<file path="config.mk">
export PLATFORM = sky130hd
export DESIGN_NAME = game_sequencer
export DESIGN_NICKNAME = d
export VERILOG_FILES = /design/src/rtl/game_sequencer.sv
export SDC_FILE = /design/constraint.sdc
export NUM_CORES = 1
export LEC_CHECK = 0
export CORE_MARGIN = 1
export CORE_UTILIZATION = 55
export DETAILED_ROUTE_END_ITERATION = 16
export PLACE_DENSITY = 0.79
export SETUP_SLACK_MARGIN = 0.3
export SYNTH_ARGS = -nofsm -noshare
export SYNTH_HDL_FRONTEND = slang
export SYNTH_SLANG_ARGS = --single-unit
</file>
<file path="constraint.sdc">
create_clock -name clk -period 3.47 [get_ports clk]
set_input_delay 0.5205 -clock clk [delete_from_list [all_inputs] [get_ports clk]]
set_output_delay 0.5205 -clock clk [all_outputs]
set_load 0.005 [all_outputs]
</file>
<file path="src/rtl/game_sequencer.sv">
// Game-flow controller for the Space Invaders datapath: sequences attract,
// wave load, play, respawn, wave-clear and game-over phases, paces alien
// marching from VGA frame ticks, and owns score, lives and wave.
module game_sequencer #(
  parameter int INIT_STEP_FRAMES = 30,
  parameter int STEP_DEC         = 4,
  parameter int MIN_STEP_FRAMES  = 6,
  parameter int START_LIVES      = 3,
  parameter int POINTS_PER_ALIEN = 10,
  parameter int SCORE_MAX        = 9999,
  parameter int RESPAWN_FRAMES   = 90,
  parameter int CLEAR_FRAMES     = 120
) (
  input  logic        clk,
  input  logic        reset,
  input  logic        vSync,
  input  logic        start_btn,
  input  logic        alien_hit,
  input  logic        player_hit,
  input  logic        aliens_zero,
  input  logic        invasion,
  output logic [2:0]  state,
  output logic [15:0] score,
  output logic [1:0]  lives,
  output logic [3:0]  wave,
  output logic        alien_step,
  output logic        load_wave,
  output logic        game_active
);

  localparam logic [2:0] S_IDLE       = 3'd0;
  localparam logic [2:0] S_LOAD       = 3'd1;
  localparam logic [2:0] S_PLAY       = 3'd2;
  localparam logic [2:0] S_RESPAWN    = 3'd3;
  localparam logic [2:0] S_WAVE_CLEAR = 3'd4;
  localparam logic [2:0] S_GAME_OVER  = 3'd5;

  logic       vsync_q;
  logic       frame_tick;
  logic       start_q;
  logic       start_armed;
  logic       start_rise;
  logic [7:0] frame_cnt;
  logic [7:0] step_period;
  logic [7:0] phase_cnt;
  logic [2:0] state_next;
  logic       phase_done_resp;
  logic       phase_done_clear;

  // Step period for a wave, clamped at the floor in signed arithmetic so a
  // large wave number can never wrap the period around to a huge value.
  function automatic logic [7:0] calc_period(input logic [3:0] w);
    int dec;
    int raw;
    dec = (w == 4'd0) ? 0 : (int'(w) - 1) * STEP_DEC;
    raw = INIT_STEP_FRAMES - dec;
    if (raw < MIN_STEP_FRAMES) raw = MIN_STEP_FRAMES;
    return 8'(raw);
  endfunction

  // start_armed only sets once the button has been seen released after reset,
  // so a button held through reset cannot look like a fresh press.
  assign start_rise = start_btn & ~start_q & start_armed;

  assign phase_done_resp  = frame_tick && (phase_cnt == 8'(RESPAWN_FRAMES - 1));
  assign phase_done_clear = frame_tick && (phase_cnt == 8'(CLEAR_FRAMES - 1));

  // Step pulse lands on the very frame tick that completes the step period.
  assign alien_step = (state == S_PLAY) && frame_tick &&
                      (frame_cnt == step_period - 8'd1);

  // Next-state selection, including the PLAY exit priority.
  // NOTE: every combinational output gets a default first so no latch is inferred.
  always_comb begin
    state_next = state;
    case (state)
      S_IDLE:       if (start_rise) state_next = S_LOAD;
      S_LOAD:       state_next = S_PLAY;
      S_PLAY: begin
        if (invasion)         state_next = S_GAME_OVER;
        else if (player_hit)  state_next = (lives <= 2'd1) ? S_GAME_OVER : S_RESPAWN;
        else if (aliens_zero) state_next = S_WAVE_CLEAR;
      end
      S_RESPAWN:    if (phase_done_resp) state_next = S_PLAY;
      S_WAVE_CLEAR: if (phase_done_clear) state_next = S_LOAD;
      S_GAME_OVER:  if (start_rise) state_next = S_LOAD;
      default:      state_next = S_IDLE;
    endcase
  end

  // State, edge detectors, counters and game registers.
  // NOTE: sequential state uses non-blocking assignments so every register
  // samples pre-edge values regardless of statement order.
  always_ff @(posedge clk) begin
    if (reset) begin
      state       <= S_IDLE;
      score       <= '0;
      lives       <= '0;
      wave        <= '0;
      load_wave   <= 1'b0;
      game_active <= 1'b0;
      vsync_q     <= 1'b1;
      frame_tick  <= 1'b0;
      start_q     <= 1'b0;
      start_armed <= 1'b0;
      frame_cnt   <= '0;
      step_period <= 8'(INIT_STEP_FRAMES);
      phase_cnt   <= '0;
    end else begin
      state       <= state_next;
      load_wave   <= (state_next == S_LOAD);
      game_active <= (state_next == S_PLAY);
      vsync_q     <= vSync;
      frame_tick  <= vsync_q & ~vSync;
      start_q     <= start_btn;
      if (!start_btn) start_armed <= 1'b1;

      case (state)
        S_IDLE, S_GAME_OVER: begin
          if (start_rise) begin
            score <= '0;
            lives <= 2'(START_LIVES);
            wave  <= 4'd1;
          end
        end
        S_LOAD: begin
          step_period <= calc_period(wave);
          frame_cnt   <= '0;
        end
        S_PLAY: begin
          phase_cnt <= '0;
          if (frame_tick) frame_cnt <= alien_step ? 8'd0 : frame_cnt + 8'd1;
          if (alien_hit) begin
            if (score >= 16'(SCORE_MAX - POINTS_PER_ALIEN)) score <= 16'(SCORE_MAX);
            else score <= score + 16'(POINTS_PER_ALIEN);
          end
          if (invasion)                       lives <= '0;
          else if (player_hit && lives != '0) lives <= lives - 2'd1;
        end
        S_RESPAWN: begin
          if (frame_tick) phase_cnt <= phase_done_resp ? 8'd0 : phase_cnt + 8'd1;
        end
        S_WAVE_CLEAR: begin
          if (frame_tick) begin
            if (phase_done_clear) begin
              phase_cnt <= '0;
              if (wave != 4'd15) wave <= wave + 4'd1;
            end else begin
              phase_cnt <= phase_cnt + 8'd1;
            end
          end
        end
        default: ;
      endcase
    end
  end

endmodule
</file>
Word-level counts from Yosys, hierarchy flattened:

Index checks and enable logic that the tools add are counted.
W data, S select, Z words.

* register bits: 55
* latch bits: 0
* bits in writable memories: 0
* memory bits (read-only): 0
* input port bits: 8
* memories kept: 0

* add/subtract/negate cells: 8
* $mul: 0
* div/mod/pow operators: 0
* order comparisons: 3
* eq/ne operators: 19
* shifts and indexed selects: 0
* mux-type cells: 31
* bitwise logic cells: 5
* reductions and logical operators: 18

Operators with widths (number)
* $mux W8: 7
* $mux W16: 3
* $lt A32 B4 Y1 const B: 1
* $mux W32: 1
* $pmux W16 S2: 1
* $sub A6 B32 Y32 const A: 1
* $pmux W8 S3: 1
* $mux W3: 7
* $add A16 B4 Y16 const B: 1
* $add A8 B1 Y8 const B: 2
* $eq A8 B7 Y1 const B: 2
* $ge A16 B14 Y1 const B: 1
* $mux W4: 4
* $pmux W8 S2: 1
* $pmux W3 S5: 1
* $ne A2 B2 Y1 const B: 6
* $eq A3 B2 Y1 const B: 3
* $reduce_and A3 Y1: 3
* $eq A8 B8 Y1: 1
* $pmux W4 S2: 1
* $reduce_bool A2 Y1: 4
* $sub A8 B1 Y8 const B: 1
* $eq A3 B1 Y1 const B: 2
* $eq A3 B3 Y1 const B: 2
* other kinds (18): 27

Depth between registers and ports, before layout:

Gate-level depths: netlist of the first run.

* depth after elaboration: 6
* mapped depth: 12

Worst setup path after synthesis of the first run:

OpenSTA, ideal clock, no wires.

* kind: flip-flop to flip-flop
* start: register wave[0]
* end: register step_period[2]
* setup time: 0.117 ns
* arrival: 2.459 ns
* slack: 0.894 ns
* stages on the path, launching flop included: 12
* clock period less this slack: 2.576 ns
* cell sequence: dfxtp_1 -> inv_1 -> ha_1 -> clkbuf_1 -> nor3_1 -> inv_1 -> ha_1 -> or3b_2 -> a211oi_1 -> o31ai_1 -> mux2i_1 -> nor2_1

* cells in the longest elaborated chain, start to end: 5
* elaborated cells on any way between the ends: 6
* those cells by class: 2 x add/sub; 1 x order compare; 2 x mux; 1 x reduce/logical

Ends and longest elaborated chain
* start, declared: line 25 `output logic [3:0] wave,`
* start signal, assigned: line 147 `if (wave != 4'd15) wave <= wave + 4'd1;`
* $sub A4 B1 Y5 or $logic_not A4 Y1 (tied branches): line 55 `dec = (w == 4'd0) ? 0 : (int'(w) - 1) * STEP_DEC;`
* $mux W32 *: line 55
* $sub A6 B32 Y32 *: line 56 `raw = INIT_STEP_FRAMES - dec;`
* $lt A32 B4 Y1: line 57 `if (raw < MIN_STEP_FRAMES) raw = MIN_STEP_FRAMES;`
* $mux W8 *: line 57
* end signal, assigned: line 107 `step_period <= 8'(INIT_STEP_FRAMES);`
* end signal, assigned: line 127 `step_period <= calc_period(wave);`
* end, declared: line 44 `logic [7:0] step_period;`

Mark *: on every way between the ends. The rest lies on a longest branch, timed or not.
A chain may end at the register's enable or synchronous reset.

Worst setup path in the final report of the first run:

Same ends and word-level chain as after synthesis.

==> results of run 1 <==
## flip-flops by register name, summed over array words and instances, names as in the netlist
| name | flops |
|---|---|
| start_armed | 1 |
| phase_cnt | 8 |
| vsync_q | 1 |
| frame_cnt | 8 |
| score | 16 |
| frame_tick | 1 |
| lives | 2 |
| game_active | 1 |
| step_period | 6 |
| start_q | 1 |
| wave | 4 |
| load_wave | 1 |
| state | 3 |
## metrics by stage
| stage | instances | power (W) | utilization | hold slack (ps) | cell area (um2) |
|---|---|---|---|---|---|
| floorplan | 382 | 0.000722 | - | 392 | 3010 |
| global placement | 467 | 0.000758 | 0.650 | 398 | 3360 |
| detailed placement | 467 | 0.000762 | 0.650 | 402 | 3360 |
| CTS | 474 | 0.00110 | 0.665 | 416 | 3440 |
| global route | 474 | 0.00113 | 0.665 | 477 | 3440 |
| finish | 474 | 0.00108 | 0.665 | 412 | 3440 |
## cells by family (layout without fill, tap and decap cells)
logic type      Yosys count  count (layout)  share of synthesized area
compound gates           99              99                      0.197
buf+inv                  37              59                     0.0507
simple gates            161             161                      0.287
fa+ha+maj                14              14                     0.0582
mux                       5               5                     0.0166
xor+xnor                 13              13                     0.0379
flops                    53              53                      0.353
## layout make-up
cell class	instances	area (um2)
clock buffers	6	72.6
clock inverters	1	8.76
fillers	474	1730
inverters	16	60.1
multi-input cells	292	1790
flip-flops and latches	53	1060
well taps	70	87.6
repair buffers	36	358
## routing by layer
layer | vias up | wire length (um) | track usage
met5 | - | 0 | 0
met3 | 7 | 379 | 0.0349
met4 | 0 | 64 | 0.0788
met1 | 1340 | 3170 | 0.333
met2 | 103 | 3200 | 0.405
li1 | 1420 | - | -
## critical path, cell delays in order, from the launching register on
cell	delay, ps
dfxtp_1	480
inv_1	140
ha_1	310
nor3_1	320
inv_1	140
ha_1	290
or3b_2	430
a211oi_1	190
o31ai_1	120
mux2i_1	160
nor2_1	60
## cell usage in the layout, fill, tap and decap left out, drive strengths merged, types with 2 or more instances in the layout
cell type and instances:
a2111oi 2, a211oi 6, a21o 6, a21oi 33, a31oi 6, and2 4, and3 7, clkbuf 6
clkdlybuf4s50 35, dfxtp 53, ha 14, inv 16, mux2i 5, nand2 28, nand2b 6, nand3 21
nand3b 5, nand4 9, nand4b 3, nor2 28, nor2b 7, nor3 16, nor3b 4, nor4 5
nor4bb 2, o21ai 31, o31ai 6, or2 4, or3 6, xnor2 6, xor2 7
## power breakdown
part | internal [W] | switching (W)
clock network | 0.000140 | 0.000192
logic | 0.0000513 | 0.0000643
registers | 0.000618 | 0.0000147
## cells in the mapped netlist, types with 9 or more instances
| master | number |
|---|---|
| a21oi_1 | 32 |
| clkbuf_1 | 12 |
| dfxtp_1 | 53 |
| ha_1 | 14 |
| inv_1 | 16 |
| nand2_1 | 28 |
| nand3_1 | 21 |
| nand4_1 | 9 |
| nor2_1 | 28 |
| nor3_1 | 16 |
| o21ai_0 | 31 |
## final timing paths
path | slack (ps) | end | cells past startpoint | from
max | 730 | step_period[2] | 10 | wave[0]
min | 410 | frame_tick | 2 | vsync_q
max reg2reg | 730 | step_period[2] | 10 | wave[0]
min reg2reg | 410 | frame_tick | 2 | vsync_q
==> summary.md, run 1 <==
| Metric | Value |
|---|---|
| Status | `complete, no violations` |
| Yosys top cell area share | `0.353` |
| RD Place Congestion | `0.884` |
| Die area | `5770 um2` |
| Starting density of the core | `0.582` |
| Max VDD drop | `0.230 mV` |
| Number of global-route vias before repair | `2575` |
| WL final | `6820 um` |
| GRT Residual Overflow | `0` |
| Diode count | `0` |
| Period utilization | `0.790` |
| Hold WC Path Type | `flip-flop to flip-flop` |
| WP data required | `3670 ps` |
| Post-Synthesis Cells | `382` |
| Setup WS pre-CTS | `773 ps` |
| Share of cells above drive strength 1 | `0.0347` |
| Final ANT Viol Nets | `0` |
| # nets final | `426` |
| Async SR Flop Fraction | `0` |
| Via count | `2870` |
| Fin. max-slew vios | `0` |
| Worst-path clk slew | `90 ps` |
| Mapped Area | `3010 um2` |
| IO Port Bufs | `35` |
| Largest net degree at the start of global routing | `40` |
| Slack of the critical path | `728 ps` |
| DR pass1 iterations | `5` |
| Die height | `76.0 um` |
| Row cnt | `26` |
| Post-CTS sizing | `0` |
| DRC | `0` |
| Hpwl dp | `4820 um` |
| Worst setup EP type | `flip-flop` |
| Drt initial violations | `236` |
| # Post-CTS Setup Buffers | `0` |
| Maximum fanout along the worst path | `9` |
| Critical path class | `flip-flop to flip-flop` |
| Yosys warnings | `0` |
| CP arrival | `2940 ps` |
| CTS Sinks | `53` |
| Clk_skew | `7.29 ps` |
| Initial antenna violation count | `0` |
| PD cells | `314 nW/um2` |
| Leakage | `1.26 nW` |
| Area leader, netlist | `dfxtp_1` |
| Core area | `5170 um2` |
| Worst skew pair latency | `300 ps` |
| Synthesis-stage register bit count | `53` |
| Sum Neg Setup Slack | `0 ps` |
| Final min period | `2740 ps` |
| TritonCTS Buffers | `5` |
| Final Hold Viols | `0` |
| Max Cap Viol | `0` |
| Count of unique library cells instantiated by Yosys | `50` |
| Maximum buffer depth of the clock tree | `2` |
| Largest cells by area after synthesis | `dfxtp_1, ha_1, a21oi_1` |
| Relative slew slack | `0.478` |
| GRT Total Usage | `0.246` |
| Syn Area/Cell | `7.87 um2` |
| Ys flop type | `dfxtp_1` |
| Worst-margin pin slew | `776 ps` |
| Synth-to-layout area growth | `14.4%` |
| CTS tree | `yes` |
| Number of synthesized flops with an enable pin | `0` |
| First-pass GRT wire length | `11900 um` |
| Routed wire per std cell | `14.4 um` |
| RSZ-0062 raised after global routing | `no` |
| Die Span X | `76.0 um` |
| Endpoints failing setup | `0` |
| Seq/Total Area, Yosys | `0.353` |
| CP startpoint kind | `flip-flop` |
| Clk root buf | `clkbuf_8` |
| I/O pin total | `36` |
| CTS hold repair buffers | `0` |
| Synthesized Nets | `404` |
| Vias per cell | `6.05` |
| Max Fclk | `0.365 GHz` |
| Max H-tree Level | `2` |
Power figures use the tool's default switching activity.
==> run 2: changes to the inputs <==
==> constraint.sdc (replaced) <==
create_clock -name clk -period 2.6 [get_ports clk]
set_input_delay 0.39 -clock clk [delete_from_list [all_inputs] [get_ports clk]]
set_output_delay 0.39 -clock clk [all_outputs]
set_load 0.005 [all_outputs]
==> run 2 against run 1 <==
  * Worst setup slack worse by 380 ps
  * Non-clock buffer count grew 15
  * Power grew 46%
  * Clock skew down 1.4 ps
  * Largest power group unchanged
  * Critical endpoint unchanged
  * Sequential share of layout area shrank 1.5 points
  * Sequential power rose by 33%
  * Routed wire length up 5.0%
  * Register-to-register slack worse by 380 ps
  * Combinational power rose by 59%
  * Utilization increased by 4.2 points
==> summary.md, run 2 (same netlist as run 1, synthesis figures left out) <==
| Metric | Value |
|---|---|
| Status | `complete, no violations` |
| GRT Total Usage | `0.258` |
| DR pass1 iterations | `5` |
| RSZ-0062 raised after global routing | `yes` |
| Worst setup EP type | `flip-flop` |
| Sum Neg Setup Slack | `0 ps` |
| Crit path from | `wave[0]` |
| Sw frac | `0.245` |
| # fillers | `404` |
| Reg with most FFs | `score` |
| Die area | `5770 um2` |
| Tot Pwr | `0.00157 W` |
| Initial antenna violation count | `0` |
| WL final | `7160 um` |
| Worst-margin pin slew | `648 ps` |
| Synth-to-layout area growth | `21.7%` |
| Hold WC Path Type | `flip-flop to flip-flop` |
| Die Span X | `76.0 um` |
| Fin. max-slew vios | `0` |
| Biggest regs | `score x16, frame_cnt x8, phase_cnt x8` |
| Gate power share | `0.117` |
| CTS Sinks | `53` |
| R2R Setup Slk | `340 ps` |
| Share of cells above drive strength 1 | `0.114` |
| Starting density of the core | `0.582` |
| Number of global-route vias before repair | `2596` |
| PD cells | `430 nW/um2` |
| Worst skew pair latency | `310 ps` |
| Reg-to-reg startpoint | `wave[0]` |
| RD Place Congestion | `0.929` |
| Final ANT Viol Nets | `0` |
| Drt initial violations | `231` |
| DRC | `0` |
| WP data required | `2810 ps` |
| Most common cell after layout, fill and taps aside | `dfxtp_1` |
| Core area | `5170 um2` |
| Seq pwr share | `0.536` |
| CTS tree | `yes` |
| FF+latch area | `1070 um2` |
| Area occupied by multi-input gates | `1850 um2` |
| Endpoints failing setup | `0` |
| Maximum fanout along the worst path | `9` |
| Net Sw Power | `0.000385 W` |
| Leading cell types in the layout, fill and taps excluded | `dfxtp_1, clkdlybuf4s50_1, a21oi_1, o21ai_0` |
| R2R depth | `11` |
| Hpwl dp | `5030 um` |
| Max Cap Viol | `0` |
| Worst-path clk slew | `90 ps` |
| Final min period | `2260 ps` |
| Critical path class | `flip-flop to flip-flop` |
| Largest net degree at the start of global routing | `25` |
| Diode count | `0` |
| Clock power frac | `0.347` |
| Leakage | `1.37 nW` |
| Period utilization | `0.868` |
| Relative slew slack | `0.567` |
| Maximum buffer depth of the clock tree | `2` |
| Clk_skew | `5.86 ps` |
| IO Port Bufs | `35` |
| Clk root buf | `clkbuf_8` |
| TritonCTS Buffers | `5` |
| Cell Int Power | `0.00119 W` |
| Max VDD drop | `0.346 mV` |
| Routed wire per std cell | `14.6 um` |
| # nets final | `441` |
| Via count | `2919` |
| FF-to-FF End | `step_period[2]` |
| Critical Path Sink | `step_period[2]` |
| I/O pin total | `36` |
| Row cnt | `26` |
| Vias per cell | `5.96` |
| Die height | `76.0 um` |
| First-pass GRT wire length | `12200 um` |
| Final Hold Viols | `0` |
| CP arrival | `2470 ps` |
| Max Fclk | `0.443 GHz` |
| Max FFs per register | `16` |
| GRT Residual Overflow | `0` |
| CTS hold repair buffers | `0` |
| Max H-tree Level | `2` |
| CP startpoint kind | `flip-flop` |
[run 2: changes by cell type in the layout (fill, tap and decap cells not counted), sizes merged]
| cell | change |
|---|---|
| buf | +15 |
| clkbuf | +2 |
| clkdlybuf4s50 | -1 |
| clkinv | -1 |
| dlymetal6s2s | +1 |
[run 2: worst min path at each step]
stage            start         end  slack (ps)  cells after the start
3_5_place_dp   vsync_q  frame_tick         410                      2
3_3_place_gp   vsync_q  frame_tick         400                      2
6_report       vsync_q  frame_tick         410                      2
5_1_grt        vsync_q  frame_tick         430                      2
2_1_floorplan  vsync_q  frame_tick         390                      2
4_1_cts        vsync_q  frame_tick         410                      2
[run 2: final cells by class]
cell class                      count  area share
Sequential cell                    53       0.293
Inverter                           16      0.0171
Tap cell                           70      0.0239
Multi-Input combinational cell    292       0.506
Clock buffer                        8      0.0304
Timing Repair Buffer               51       0.129
[run 2: power groups by stage]
stage | registers (W) | logic, W | clock network (W)
floorplan | 0.000856 | 0.000116 | 0
global placement | 0.000862 | 0.000161 | 0
detailed placement | 0.000862 | 0.000166 | 0
CTS | 0.000844 | 0.000175 | 0.000557
global route | 0.000846 | 0.000205 | 0.000589
finish | 0.000843 | 0.000184 | 0.000547
[run 2: metrics by stage]
step | cells | area, um2 | setup slack, ps | hold WS (ps) | utilization
3_3_place_gp | 475 | 3450 | 280 | 396 | 0.667
5_1_grt | 490 | 3660 | 244 | 431 | 0.708
6_report | 490 | 3660 | 343 | 408 | 0.708
2_1_floorplan | 382 | 3050 | 310 | 392 | -
4_1_cts | 487 | 3610 | 307 | 413 | 0.698
3_5_place_dp | 475 | 3450 | 150 | 406 | 0.667
[run 2: worst max-delay path: stages, from the launching register on]
cell	delay, ps
dfxtp_4	390
inv_4	80
ha_1	160
nand2b_1	90
nor3_2	140
inv_1	100
ha_1	280
or3b_4	370
a211oi_2	190
o31ai_2	110
mux2i_1	180
nor2_1	60
[run 2: what timing repair did]
item	CTS	global route
buffers inserted	4	3
pin swaps	2	4
hold endpoints to repair	0	0
setup endpoints to repair	2	11
gates resized for setup	6	9
[run 2: routing by layer]
| layer | track usage | up-vias | wire length (um) |
|---|---|---|---|
| li1 | - | 1445 | - |
| met1 | 0.343 | 1376 | 3290 |
| met2 | 0.431 | 89 | 3450 |
| met3 | 0.0373 | 9 | 333 |
| met4 | 0.0808 | 0 | 90 |
| met5 | 0 | - | 0 |
